==> src/rtl/pipe_stall_ctrl_if.sv <==
// Hazard/stall control bundle between the pipeline datapath and pipe_stall_ctrl.
// The datapath (master) drives the EX/DE hazard inputs; the sequencer (slave)
// returns the pipeline-register and PC control strobes plus the stall counter.
interface pipe_stall_ctrl_if;
    logic        EXreadbit;
    logic [3:0]  EXwriteAddr;
    logic [3:0]  DEop1Addr;
    logic [3:0]  DEop2Addr;
    logic        EXmulop;
    logic        EXdivop;
    logic        EXbranchtaken;

    logic        pcenable;
    logic        fetchbuffenable;
    logic        fetchflush;
    logic        zerocontrol;
    logic        deexenable;
    logic        exmembubble;
    logic        busy;
    logic [15:0] stallcnt;

    modport master (
        output EXreadbit, EXwriteAddr, DEop1Addr, DEop2Addr,
               EXmulop, EXdivop, EXbranchtaken,
        input  pcenable, fetchbuffenable, fetchflush, zerocontrol,
               deexenable, exmembubble, busy, stallcnt
    );

    modport slave (
        input  EXreadbit, EXwriteAddr, DEop1Addr, DEop2Addr,
               EXmulop, EXdivop, EXbranchtaken,
        output pcenable, fetchbuffenable, fetchflush, zerocontrol,
               deexenable, exmembubble, busy, stallcnt
    );
endinterface

==> src/rtl/pipe_stall_ctrl.sv <==
// Pipeline stall/flush sequencer: load-use hazard, multi-cycle mul/div
// occupancy of EX and taken-branch squash, plus a saturating stall counter.
// Define MULDIV_STALL_EN to build the mul/div occupancy FSM; without it the
// sequencer is permanently in RUN and EXmulop/EXdivop are ignored.
module pipe_stall_ctrl #(
    parameter int MUL_CYCLES = 4,
    parameter int DIV_CYCLES = 16,
    parameter int CNT_W      = 5
) (
    input  logic              clk,
    input  logic              rst,
    pipe_stall_ctrl_if.slave  bus
);

    logic        w_loaduse;
    logic        w_start;     // mul/div begins this cycle (RUN only)
    logic        w_hold;      // mul/div still occupying EX
    logic        w_pcenable;
    logic        w_fetchbuffenable;
    logic        w_fetchflush;
    logic        w_zerocontrol;
    logic        w_deexenable;
    logic        w_exmembubble;
    logic        w_busy;
    logic [15:0] r_stallcnt;

    assign w_loaduse = !bus.EXreadbit &&
                       ((bus.EXwriteAddr == bus.DEop1Addr) ||
                        (bus.EXwriteAddr == bus.DEop2Addr));

`ifdef MULDIV_STALL_EN
    typedef enum logic [1:0] {RUN, MULBUSY, MULLAST} state_t;

    state_t           r_state;
    logic [CNT_W-1:0] r_cnt;
    logic [CNT_W-1:0] w_load;

    assign w_load  = bus.EXmulop ? CNT_W'(MUL_CYCLES - 2) : CNT_W'(DIV_CYCLES - 2);
    assign w_start = (r_state == RUN) && (bus.EXmulop || bus.EXdivop);
    assign w_hold  = (r_state == MULBUSY);

    // Occupancy FSM: a taken branch in RUN suppresses the mul/div start.
    always_ff @(posedge clk) begin
        if (rst) begin
            r_state <= RUN;
            r_cnt   <= '0;
        end else begin
            case (r_state)
                RUN: begin
                    if (w_start && !bus.EXbranchtaken) begin
                        r_cnt   <= w_load;
                        r_state <= (w_load == '0) ? MULLAST : MULBUSY;
                    end
                end
                MULBUSY: begin
                    r_cnt <= r_cnt - 1'b1;
                    if (r_cnt == CNT_W'(1)) begin
                        r_state <= MULLAST;
                    end
                end
                MULLAST: r_state <= RUN;
                default: r_state <= RUN;
            endcase
        end
    end
`else
    logic w_unused_muldiv;

    assign w_start = 1'b0;
    assign w_hold  = 1'b0;
    assign w_unused_muldiv = bus.EXmulop ^ bus.EXdivop ^
                             (MUL_CYCLES != DIV_CYCLES) ^ (CNT_W > 0);
`endif

    // Control decode: reset > mul/div hold > branch > mul/div start > load-use.
    always_comb begin
        w_pcenable        = 1'b1;
        w_fetchbuffenable = 1'b1;
        w_fetchflush      = 1'b0;
        w_zerocontrol     = 1'b0;
        w_deexenable      = 1'b1;
        w_exmembubble     = 1'b0;
        w_busy            = 1'b0;
        if (rst) begin
            w_pcenable        = 1'b0;
            w_fetchbuffenable = 1'b0;
            w_fetchflush      = 1'b1;
            w_zerocontrol     = 1'b1;
            w_exmembubble     = 1'b1;
        end else if (w_hold || (w_start && !bus.EXbranchtaken)) begin
            w_pcenable        = 1'b0;
            w_fetchbuffenable = 1'b0;
            w_deexenable      = 1'b0;
            w_exmembubble     = 1'b1;
            w_busy            = 1'b1;
        end else if (bus.EXbranchtaken) begin
            w_fetchflush      = 1'b1;
            w_zerocontrol     = 1'b1;
        end else if (w_loaduse) begin
            w_pcenable        = 1'b0;
            w_fetchbuffenable = 1'b0;
            w_zerocontrol     = 1'b1;
        end
    end

    // Saturating count of non-reset cycles in which the PC is held.
    always_ff @(posedge clk) begin
        if (rst) begin
            r_stallcnt <= '0;
        end else if (!w_pcenable && (r_stallcnt != '1)) begin
            r_stallcnt <= r_stallcnt + 1'b1;
        end
    end

    assign bus.pcenable        = w_pcenable;
    assign bus.fetchbuffenable = w_fetchbuffenable;
    assign bus.fetchflush      = w_fetchflush;
    assign bus.zerocontrol     = w_zerocontrol;
    assign bus.deexenable      = w_deexenable;
    assign bus.exmembubble     = w_exmembubble;
    assign bus.busy            = w_busy;
    assign bus.stallcnt        = r_stallcnt;

endmodule

==> src/flat_wrapper.sv <==
// flat-port wrapper written by rule: the top's interface ports become plain ports
module pipe_stall_ctrl_flat 
#(
    parameter int MUL_CYCLES = 4,
    parameter int DIV_CYCLES = 16,
    parameter int CNT_W      = 5
)
  (clk, rst, bus_EXreadbit, bus_EXwriteAddr, bus_DEop1Addr, bus_DEop2Addr, bus_EXmulop, bus_EXdivop, bus_EXbranchtaken, bus_pcenable, bus_fetchbuffenable, bus_fetchflush, bus_zerocontrol, bus_deexenable, bus_exmembubble, bus_busy, bus_stallcnt);
  pipe_stall_ctrl_if bus_i ();
  input  logic clk;
  input  logic rst;
  input wire logic [$bits(bus_i.EXreadbit)-1:0] bus_EXreadbit;
  input wire logic [$bits(bus_i.EXwriteAddr)-1:0] bus_EXwriteAddr;
  input wire logic [$bits(bus_i.DEop1Addr)-1:0] bus_DEop1Addr;
  input wire logic [$bits(bus_i.DEop2Addr)-1:0] bus_DEop2Addr;
  input wire logic [$bits(bus_i.EXmulop)-1:0] bus_EXmulop;
  input wire logic [$bits(bus_i.EXdivop)-1:0] bus_EXdivop;
  input wire logic [$bits(bus_i.EXbranchtaken)-1:0] bus_EXbranchtaken;
  output wire logic [$bits(bus_i.pcenable)-1:0] bus_pcenable;
  output wire logic [$bits(bus_i.fetchbuffenable)-1:0] bus_fetchbuffenable;
  output wire logic [$bits(bus_i.fetchflush)-1:0] bus_fetchflush;
  output wire logic [$bits(bus_i.zerocontrol)-1:0] bus_zerocontrol;
  output wire logic [$bits(bus_i.deexenable)-1:0] bus_deexenable;
  output wire logic [$bits(bus_i.exmembubble)-1:0] bus_exmembubble;
  output wire logic [$bits(bus_i.busy)-1:0] bus_busy;
  output wire logic [$bits(bus_i.stallcnt)-1:0] bus_stallcnt;
  assign bus_i.EXreadbit = bus_EXreadbit;
  assign bus_i.EXwriteAddr = bus_EXwriteAddr;
  assign bus_i.DEop1Addr = bus_DEop1Addr;
  assign bus_i.DEop2Addr = bus_DEop2Addr;
  assign bus_i.EXmulop = bus_EXmulop;
  assign bus_i.EXdivop = bus_EXdivop;
  assign bus_i.EXbranchtaken = bus_EXbranchtaken;
  assign bus_pcenable = bus_i.pcenable;
  assign bus_fetchbuffenable = bus_i.fetchbuffenable;
  assign bus_fetchflush = bus_i.fetchflush;
  assign bus_zerocontrol = bus_i.zerocontrol;
  assign bus_deexenable = bus_i.deexenable;
  assign bus_exmembubble = bus_i.exmembubble;
  assign bus_busy = bus_i.busy;
  assign bus_stallcnt = bus_i.stallcnt;
  pipe_stall_ctrl #(.MUL_CYCLES(MUL_CYCLES), .DIV_CYCLES(DIV_CYCLES), .CNT_W(CNT_W)) u_core (.clk(clk), .rst(rst), .bus(bus_i));
endmodule
==> config.mk <==
export PLATFORM = sky130hd
export DESIGN_NAME = pipe_stall_ctrl_flat
export DESIGN_NICKNAME = d
export VERILOG_FILES = /design/src/rtl/pipe_stall_ctrl_if.sv /design/src/rtl/pipe_stall_ctrl.sv /design/src/flat_wrapper.sv
export SDC_FILE = /design/constraint.sdc
export NUM_CORES = 1
export LEC_CHECK = 0
export ABC_CLOCK_PERIOD_IN_PS = 2900
export CAP_MARGIN = 25
export CELL_PAD_IN_SITES_DETAIL_PLACEMENT = 1
export CELL_PAD_IN_SITES_GLOBAL_PLACEMENT = 1
export CORE_MARGIN = 10
export CORE_UTILIZATION = 34
export CTS_BUF_LIST = sky130_fd_sc_hd__clkbuf_8
export CTS_CLUSTER_DIAMETER = 150
export DETAILED_ROUTE_END_ITERATION = 16
export PLACE_DENSITY = 0.92
export SETUP_SLACK_MARGIN = 0.05
export SYNTH_ARGS = -nofsm -noshare
export SYNTH_HDL_FRONTEND = slang
export SYNTH_SLANG_ARGS = --single-unit
==> constraint.sdc <==
create_clock -name clk -period 2.9 [get_ports clk]
set_input_delay 0.29 -clock clk [delete_from_list [all_inputs] [get_ports clk]]
set_output_delay 0.29 -clock clk [all_outputs]
set_load 0.05 [all_outputs]
==> results by group, run 1 <==
STA
  – Slew headroom: 40.3%
  – Fmax: 436 MHz
  – RSZ-0062 raised after global routing: false
  – Final setup TNS: 0 ns
  – Clock Skew: 0.00219 ns
  – Hold Vio Cnt, Final: 0
  – Actual slew at the worst max-slew pin: 0.896 ns
  – Final WS setup: 0.605 ns
  – Period utilisation layout: 79.1%
  – Worst hold margin: 0.506 ns
  – Slew Limit Fails: 0
  – # setup viols final: 0
  – Min Clock Period, post-route: 2.29 ns

Clock network
  – Post-CTS repair timing setup buffer count: 0
  – Clk sink count: 16
  – Clk slew on worst S/H paths: 0.06 ns
  – CTS Buf Count: 3
  – CTS resizes: 0
  – Clock buffer depth: 2
  – Cts hold-fix bufs: 0
  – CTS Root Cell: clkbuf_8
  – CTS tree: done
  – H-tree Lvls: 1
  – Clock latency on the worst-skew pair: 0.25 ns

Critical path
  – CP arrival: 2.46 ns
  – Setup CP Type: in2reg
  – Endpoint type of the worst setup path: flip-flop
  – Crit path launch type: input port
  – Crit Path Max Fanout: 25
  – Critical Path RT: 3.07 ns

Synthesis
  – Top post-synthesis cells by area: dfxtp_1 32%, a21oi_1 6.9%, xor2_1 6.9%
  – Synthesized area per cell: 8.16 um^2
  – Post-synthesis cell count: 124
  – Synth cell types: 32
  – EDFF count, synth: 0
  – Adder-cell share of the synthesized area: 1.24%
  – XOR/XNOR share of the synthesized area: 6.92%
  – Yosys top cell area share: 31.6%
  – Mux share of post-synthesis cell area: 2.22%
  – Post-synth top flop: dfxtp_1
  – Async set-reset flop share out of synthesis: 0%
  – Synth cell count leaders: 16 x dfxtp_1, 14 x a21oi_1, 9 x nand3_1, 9 x nor2_1, 9 x o31ai_1
  – Top-count cell post-synth: dfxtp_1
  – Post-synthesis simple-gate area fraction: 30.9%
  – Warnings, synthesis: 0
  – Post-synthesis compound-gate area fraction: 19.0%
  – #FFs+latches synth: 16
  – Sequential area share after synthesis: 31.6%
  – Largest family of logic cells by synthesized area: simple AND/OR/NAND/NOR gates
  – Syn_nets: 143
  – Leading area contributor after synthesis: dfxtp_1
  – Synth Cell Area: 1010 um^2

Floorplanning
  – I/O pins: 41
  – Initial Utilization: 36.1%
  – Core ar.: 2810 um^2
  – Die Area: 5560 um^2
  – Die height: 74.6 um
  – Die width: 74.6 um
  – Num rows: 19

Route
  – Routed wire length per instance: 18.3 um
  – Post-route DRC: 0
  – Drt total wl: 3.42 mm
  – Vias: 1067
  – Routed Antenna Nets: 0
  – Initial drt markers: 40
  – Post-DR vias/cell: 5.71
  – First-pass DRT Iterations: 4

Layout
  – N_diodes: 0
  – Layout cells sized above 1: 9.62%
  – P&R area growth vs syn: 38.8%
  – Design area: 1410 um^2
  – Nets: 177
  – Largest register FFs: 16
  – Fillers: 354
  – Core Util, Final: 50.1%

Power
  – Internal power: 0.348 mW
  – Sw Pwr: 0.131 mW
  – Switching Share: 27.4%
  – Pwr per Cell Area: 341 nW/um^2
  – Register share of total power: 46.1%
  – Clock power frac: 35.5%
  – Gate power share: 18.4%
  – Worst ir drop on vdd: 0.221 mV
  – Pleak: 0.448 nW

GRT
  – Vias in the first global route: 1123
  – GRT Util Overall: 12.7%
  – Gr ovfl total: 0
  – First-pass GRT wire length: 5.50 mm
  – Largest net degree at the start of global routing: 26
  – Initial antenna violation count: 0

Place
  – GP Congestion: 0.816
  – Port Buffers: 36
  – HPWL after detailed placement: 2.66 mm
  – Worst slack, placed: 0.329 ns
  – Placed Area: 1360 um^2

Job
  – Max Cap Viol: 0

Hold path
  – Hold WC Path Type: reg2reg

Outcome
  – Status: complete, no violations
==> layout by cell type (no fill, tap or decap), drive strengths merged, types with 2 or more instances in the layout <==
| cell type | n |
|---|---|
| nor2 | 9 |
| mux2 | 2 |
| conb | 2 |
| and3 | 2 |
| buf | 6 |
| nor4 | 4 |
| or4 | 8 |
| nand4 | 2 |
| or3 | 3 |
| inv | 3 |
| o21ai | 4 |
| dfxtp | 16 |
| nand3 | 9 |
| nor2b | 2 |
| clkbuf | 3 |
| xor2 | 8 |
| a21oi | 14 |
| nand2 | 8 |
| or2 | 2 |
| o31ai | 9 |
| clkdlybuf4s50 | 33 |
==> cell families after synthesis <==
logic type | Yosys count
and+or+nand+nor | 51
other | 2
DFF | 16
AOI/OAI and AO/OA | 31
adders and majority gates | 1
xor gates and xnor gates | 8
muxes | 2
buffers and inverters | 13
==> power groups by stage <==
stage | sequential [mW] | clock (mW) | combinational (mW)
floorplan | 0.227 | 0 | 0.0536
global placement | 0.226 | 0 | 0.0859
detailed placement | 0.226 | 0 | 0.0889
CTS | 0.221 | 0.174 | 0.0892
global route | 0.221 | 0.186 | 0.0934
finish | 0.221 | 0.170 | 0.0881
==> area by class of cell <==
class	instances	area (um^2)	share of cell area, %
tap	31	38.8	2.76
sequential	16	320	22.8
timing repair buffer	39	375	26.7
multi-input combinational	95	618	44.0
clock buffer	3	41.3	2.94
inverter	3	11.3	0.801
==> path summary, 6_finish.rpt <==
kind         cells after the start  slack (ns)                    from                     end
max                              6        0.61      bus_EXwriteAddr[1]  u_core.bus.stallcnt[7]
max reg2reg                      7        0.79  u_core.bus.stallcnt[0]  u_core.bus.stallcnt[5]
min reg2reg                      2        0.51  u_core.bus.stallcnt[9]  u_core.bus.stallcnt[9]
min                              2        0.51  u_core.bus.stallcnt[9]  u_core.bus.stallcnt[9]
==> per-stage QoR <==
step,instances,power (mW)
2_1_floorplan,124,0.281
3_3_place_gp,184,0.312
3_5_place_dp,184,0.315
4_1_cts,187,0.484
5_1_grt,187,0.500
6_report,187,0.479
==> routing by layer <==
metal	global-route usage [%]	share of wire, %	vias up	wire length, um
met2	24.0	58	19	1980
met4	3.99	1.8	0	63
li1	-	-	516	-
met5	0	0	-	0
met1	13.4	37	528	1270
met3	3.19	3.3	4	112
==> critical path: stages <==
cell and delay [ns]:
clkdlybuf4s50_1 0.46, xor2_1 0.21, nor4_4 0.35, o21ai_2 0.32
or4_1 0.61, a21oi_1 0.21
Note: power is estimated with default switching activity, not from simulation.
==> inputs of run 2 (changes only) <==
--- a/config.mk
+++ b/config.mk
@@ -5,16 +5,16 @@
 export SDC_FILE = /design/constraint.sdc
 export NUM_CORES = 1
 export LEC_CHECK = 0
-export ABC_CLOCK_PERIOD_IN_PS = 2900
+export ABC_CLOCK_PERIOD_IN_PS = 1850
 export CAP_MARGIN = 25
 export CELL_PAD_IN_SITES_DETAIL_PLACEMENT = 1
 export CELL_PAD_IN_SITES_GLOBAL_PLACEMENT = 1
 export CORE_MARGIN = 10
-export CORE_UTILIZATION = 34
+export CORE_UTILIZATION = 28
 export CTS_BUF_LIST = sky130_fd_sc_hd__clkbuf_8
 export CTS_CLUSTER_DIAMETER = 150
 export DETAILED_ROUTE_END_ITERATION = 16
-export PLACE_DENSITY = 0.92
+export PLACE_DENSITY = 0.81
 export SETUP_SLACK_MARGIN = 0.05
 export SYNTH_ARGS = -nofsm -noshare
 export SYNTH_HDL_FRONTEND = slang
==> constraint.sdc (replaced) <==
create_clock -name clk -period 1.85 [get_ports clk]
set_input_delay 0.185 -clock clk [delete_from_list [all_inputs] [get_ports clk]]
set_output_delay 0.185 -clock clk [all_outputs]
set_load 0.05 [all_outputs]
==> results by group, run 2 (same netlist as run 1, synthesis figures left out) <==
Route
  – Post-route DRC: 0
  – First-pass DRT Iterations: 4
  – Routed Antenna Nets: 0
  – Drt total wl: 4.09 mm
  – Initial drt markers: 44
  – Vias: 1141
  – Routed wire length per instance: 18.7 um
  – Post-DR vias/cell: 5.21

Critical path
  – Endpoint type of the worst setup path: output port
  – Crit path launch type: input port
  – Setup CP Type: in2out
  – Worst R2R Path Depth: 6
  – Worst R2R Start: u_core.bus.stallcnt[2]
  – Critical path endpoint: bus_zerocontrol
  – Crit Path Max Fanout: 2
  – CP arrival: 1.59 ns
  – Critical Path Source: bus_DEop1Addr[0]
  – Reg-to-Reg End: u_core.bus.stallcnt[9]
  – Critical Path RT: 1.66 ns
  – FF-to-FF setup slack: 0.13 ns

Clock network
  – CTS tree: done
  – Clk slew on worst S/H paths: 0.07 ns
  – H-tree Lvls: 1
  – Clock latency on the worst-skew pair: 0.26 ns
  – CTS Buf Count: 3
  – Clk sink count: 16
  – Cts hold-fix bufs: 0
  – Clock buffer depth: 2
  – CTS Root Cell: clkbuf_8

Power
  – Gate power share: 21.3%
  – Register share of total power: 40.0%
  – Switching Share: 28.5%
  – Internal power: 0.601 mW
  – Pleak: 0.615 nW
  – Worst ir drop on vdd: 0.283 mV
  – Sw Pwr: 0.240 mW
  – Pwr per Cell Area: 466 nW/um^2
  – Clock power frac: 38.7%

STA
  – # setup viols final: 0
  – Final WS setup: 0.0785 ns
  – Slew headroom: 65.0%
  – Period utilisation layout: 95.8%
  – Clock Skew: 0.00122 ns
  – RSZ-0062 raised after global routing: true
  – Fmax: 565 MHz
  – Min Clock Period, post-route: 1.77 ns
  – Hold Vio Cnt, Final: 0
  – Slew Limit Fails: 0
  – Worst hold margin: 0.509 ns
  – Actual slew at the worst max-slew pin: 0.523 ns

GRT
  – Largest net degree at the start of global routing: 21
  – First-pass GRT wire length: 6.26 mm
  – Initial antenna violation count: 0
  – GRT Util Overall: 11.9%
  – Vias in the first global route: 1208
  – Gr ovfl total: 0

Floorplanning
  – Die Area: 6420 um^2
  – Num rows: 21
  – Die width: 80.1 um
  – Initial Utilization: 29.6%
  – Core ar.: 3420 um^2
  – I/O pins: 41
  – Die height: 80.1 um

Place
  – HPWL after detailed placement: 2.78 mm
  – Worst slack, placed: -0.403 ns
  – Port Buffers: 36
  – GP Congestion: 0.806
  – Placed Area: 1550 um^2

Layout
  – Most frequent cells in the layout: 19 x clkdlybuf4s50_1, 17 x buf_4, 10 x a21oi_1
  – Layout cells sized above 1: 41.6%
  – Design area: 1810 um^2
  – P&R area growth vs syn: 78.4%
  – Largest register FFs: 16
  – N_diodes: 0
  – Most common cell after layout, fill and taps aside: clkdlybuf4s50_1
  – Nets: 193

Outcome
  – Status: complete, no violations

Job
  – Max Cap Viol: 0

Hold path
  – Hold WC Path Type: reg2reg
[run 2: critical path, cell delays in order]
cell	delay, ns
dlygate4sd2_1	0.26
xor2_2	0.19
nor4_4	0.36
buf_4	0.19
nor2_1	0.05
o21bai_2	0.19
buf_12	0.16
[run 2: what timing repair did]
| action | 4_1_cts | 5_1_grt |
|---|---|---|
| resized for setup | 34 | 18 |
| setup endpoints to repair | 18 | 16 |
| pin swaps | 6 | 7 |
| cloned | 0 | 0 |
| setup buffers | 0 | 4 |
[run 2: cell type report]
cell class	instances	area (um^2)
inverter	3	11.3
sequential	16	353
multi-input combinational	95	798
clock buffer	4	55.1
timing repair buffer	55	531
fill	405	1610
tap	46	57.6
[run 2: routing by layer]
layer,wire [um],up-vias,GRT usage (%)
met5,0,-,0
met1,1670,563,14.2
met2,2150,26,20.1
met3,212,7,3.56
li1,-,545,-
met4,59,0,3.35
[run 2: worst min path at each step]
stage / from / slack [ns] / end / depth (start not counted)
final: u_core.bus.stallcnt[11] / 0.51 / u_core.bus.stallcnt[11] / 2
after global routing: u_core.bus.stallcnt[11] / 0.52 / u_core.bus.stallcnt[11] / 2
after global placement: u_core.bus.stallcnt[10] / 0.47 / u_core.bus.stallcnt[10] / 1
after detailed placement: u_core.bus.stallcnt[10] / 0.47 / u_core.bus.stallcnt[10] / 1
after CTS: u_core.bus.stallcnt[11] / 0.50 / u_core.bus.stallcnt[11] / 2
after floorplan: rst / 0.41 / u_core.bus.stallcnt[2] / 2
[run 2: through the flow]
stage | cells | setup TNS, ns | total power, mW | util [%]
3_5_place_dp | 211 | -5.23 | 0.502 | 45.3
5_1_grt | 219 | -0.0259 | 0.868 | 52.9
4_1_cts | 215 | 0 | 0.836 | 49.6
3_3_place_gp | 211 | -4.06 | 0.499 | 45.3
2_1_floorplan | 124 | 0 | 0.431 | -
6_report | 219 | 0 | 0.841 | 52.9
[run 2: power groups by stage]
stage                     combinational (mW)  sequential [mW]  clock (mW)
final                                  0.179            0.337       0.325
after detailed placement               0.158            0.344           0
after global placement                 0.155            0.344           0
after floorplan                       0.0846            0.347           0
after CTS                              0.170            0.336       0.329
after global routing                   0.188            0.337       0.343
==> inputs of run 3 (changes only) <==
--- a/config.mk
+++ b/config.mk
@@ -5,6 +5,7 @@
 export SDC_FILE = /design/constraint.sdc
 export NUM_CORES = 1
 export LEC_CHECK = 0
+export ABC_AREA = 1
 export ABC_CLOCK_PERIOD_IN_PS = 1850
 export CAP_MARGIN = 25
 export CELL_PAD_IN_SITES_DETAIL_PLACEMENT = 1
@@ -14,7 +15,7 @@
 export CTS_BUF_LIST = sky130_fd_sc_hd__clkbuf_8
 export CTS_CLUSTER_DIAMETER = 150
 export DETAILED_ROUTE_END_ITERATION = 16
-export PLACE_DENSITY = 0.81
+export PLACE_DENSITY = 0.82
 export SETUP_SLACK_MARGIN = 0.05
 export SYNTH_ARGS = -nofsm -noshare
 export SYNTH_HDL_FRONTEND = slang
==> results by group, run 3 <==
GRT
  – Initial antenna violation count: 0
  – First-pass GRT wire length: 6.09 mm
  – Vias in the first global route: 1315
  – Largest net degree at the start of global routing: 13
  – GRT Util Overall: 9.90%
  – Gr ovfl total: 0

Place
  – GP Congestion: 0.702
  – Port Buffers: 36
  – Placed Area: 1630 um^2
  – HPWL after detailed placement: 2.91 mm

Synthesis
  – Post-synthesis cell count: 209
  – Top post-synthesis cells by area: dfxtp_1 27%, nand2_1 23%, nor2_1 12%
  – Leading area contributor after synthesis: dfxtp_1
  – Post-synthesis simple-gate area fraction: 54.0%
  – Synth cell types: 22
  – Largest family of logic cells by synthesized area: simple AND/OR/NAND/NOR gates
  – Sequential area share after synthesis: 26.5%
  – Synth Cell Area: 1210 um^2
  – Top-count cell post-synth: nand2_1
  – Yosys top cell area share: 26.5%
  – EDFF count, synth: 0
  – Synthesized area per cell: 5.78 um^2
  – Warnings, synthesis: 0
  – Post-synth top flop: dfxtp_1
  – XOR/XNOR share of the synthesized area: 0%
  – Synth cell count leaders: 75 x nand2_1, 39 x nor2_1, 23 x inv_1
  – Async set-reset flop share out of synthesis: 0%
  – Adder-cell share of the synthesized area: 1.04%
  – Post-synthesis compound-gate area fraction: 3.52%
  – Mux share of post-synthesis cell area: 0%
  – #FFs+latches synth: 16
  – Syn_nets: 228

Layout
  – N_diodes: 0
  – Layout cells sized above 1: 17.3%
  – Most frequent cells in the layout: 74 x nand2_1, 38 x nor2_1, 25 x clkdlybuf4s50_1
  – P&R area growth vs syn: 44.0%
  – Nets: 269
  – Most common cell after layout, fill and taps aside: nand2_1
  – Core Util, Final: 42.6%
  – Design area: 1740 um^2
  – Largest register FFs: 16

STA
  – RSZ-0062 raised after global routing: false
  – # setup viols final: 0
  – Hold Vio Cnt, Final: 0
  – Slew headroom: 64.7%
  – Slew Limit Fails: 0
  – Period utilisation layout: 92.8%
  – Clock Skew: 0.00183 ns
  – Min Clock Period, post-route: 1.72 ns
  – Actual slew at the worst max-slew pin: 0.528 ns
  – Fmax: 582 MHz

Clock network
  – Clk slew on worst S/H paths: 0.07 ns
  – CTS Root Cell: clkbuf_8
  – Cts hold-fix bufs: 0
  – Clk sink count: 16
  – Clock buffer depth: 2
  – H-tree Lvls: 1
  – Clock latency on the worst-skew pair: 0.25 ns
  – CTS Buf Count: 3
  – CTS tree: done

Hold path
  – Hold WC Path Type: reg2reg

Critical path
  – Slowest CP cell: clkdlybuf4s50_1
  – Setup CP Type: reg2out
  – WP buf/inv: 1
  – Critical Path RT: 1.66 ns
  – Critical path cell sequence: clkdlybuf4s50_1
  – CP arrival: 1.53 ns
  – CP delay by family, top: buffers and inverters
  – Max incr delay on CP: 0.84 ns
  – Endpoint type of the worst setup path: output port
  – Crit path launch type: flip-flop
  – Crit Path Max Fanout: 6

Power
  – Pwr per Cell Area: 508 nW/um^2
  – Power Total: 0.884 mW
  – Pleak: 0.839 nW
  – Worst ir drop on vdd: 0.404 mV

Route
  – Vias: 1337
  – First-pass DRT Iterations: 4
  – Routed wire length per instance: 12.5 um
  – Post-DR vias/cell: 4.47
  – Drt total wl: 3.74 mm
  – Initial drt markers: 54
  – Post-route DRC: 0
  – Routed Antenna Nets: 0

Floorplanning
  – Core ar.: 4090 um^2
  – Initial Utilization: 29.6%
  – Die width: 85.7 um
  – Die Area: 7340 um^2
  – Die height: 85.7 um
  – Num rows: 23
  – I/O pins: 41

Outcome
  – Status: complete, no violations

Job
  – Max Cap Viol: 0
[run 3: area by class of cell]
class,instances,area (um^2)
Fill cell,572,2350
Multi-Input combinational cell,158,734
Timing Repair Buffer,44,464
Sequential cell,16,323
Inverter,27,101
Tap cell,50,62.6
Clock buffer,4,55.1
[run 3: final timing paths]
kind | from | endpoint | slack [ns] | cells after the start
worst min register to register | u_core.bus.stallcnt[1] | u_core.bus.stallcnt[1] | 0.52 | 2
worst max-delay path | u_core.bus.stallcnt[9] | bus_stallcnt[9] | 0.13 | 1
worst max register to register | u_core.bus.stallcnt[2] | u_core.bus.stallcnt[15] | 0.27 | 9
worst min-delay path | u_core.bus.stallcnt[1] | u_core.bus.stallcnt[1] | 0.52 | 2
[run 3: per-layer routing]
metal / part of all wire, % / track usage, %
met5: 0 / 0
met1: 41 / 10.8
met2: 53 / 17.7
met3: 5.5 / 3.50
met4: 1.0 / 2.40
[run 3: power breakdown]
part / internal, mW / switching, mW / leakage, nW / total (mW)
clock network: 0.189 / 0.134 / 0.0288 / 0.324
registers: 0.350 / 0.00525 / 0.130 / 0.355
logic: 0.0879 / 0.117 / 0.680 / 0.205
total: 0.627 / 0.257 / 0.839 / 0.884
[run 3: kinds of logic (layout without fill, tap and decap cells)]
family / after synthesis / count (layout)
and+or+nand+nor: 147 / 147
buffers and inverters: 35 / 75
DFF: 16 / 16
AOI/OAI and AO/OA: 8 / 8
other: 2 / 2
adders and majority gates: 1 / 1
[run 3: per-stage QoR]
step	instances	worst slack, ns	setup TNS [ns]	hold slack (ns)
3_3_place_gp	293	0.0356	0	0.503
2_1_floorplan	209	0.135	0	0.252
3_5_place_dp	293	-0.00277	-0.00277	0.505
6_report	299	0.133	0	0.523
4_1_cts	297	0.0654	0	0.524
5_1_grt	299	0.0506	0	0.559
[run 3: timing repair]
action | CTS | global route
setup endpoints to repair | 2 | 7
pin swaps | 0 | 3
resized for setup | 2 | 11
setup buffers | 0 | 2
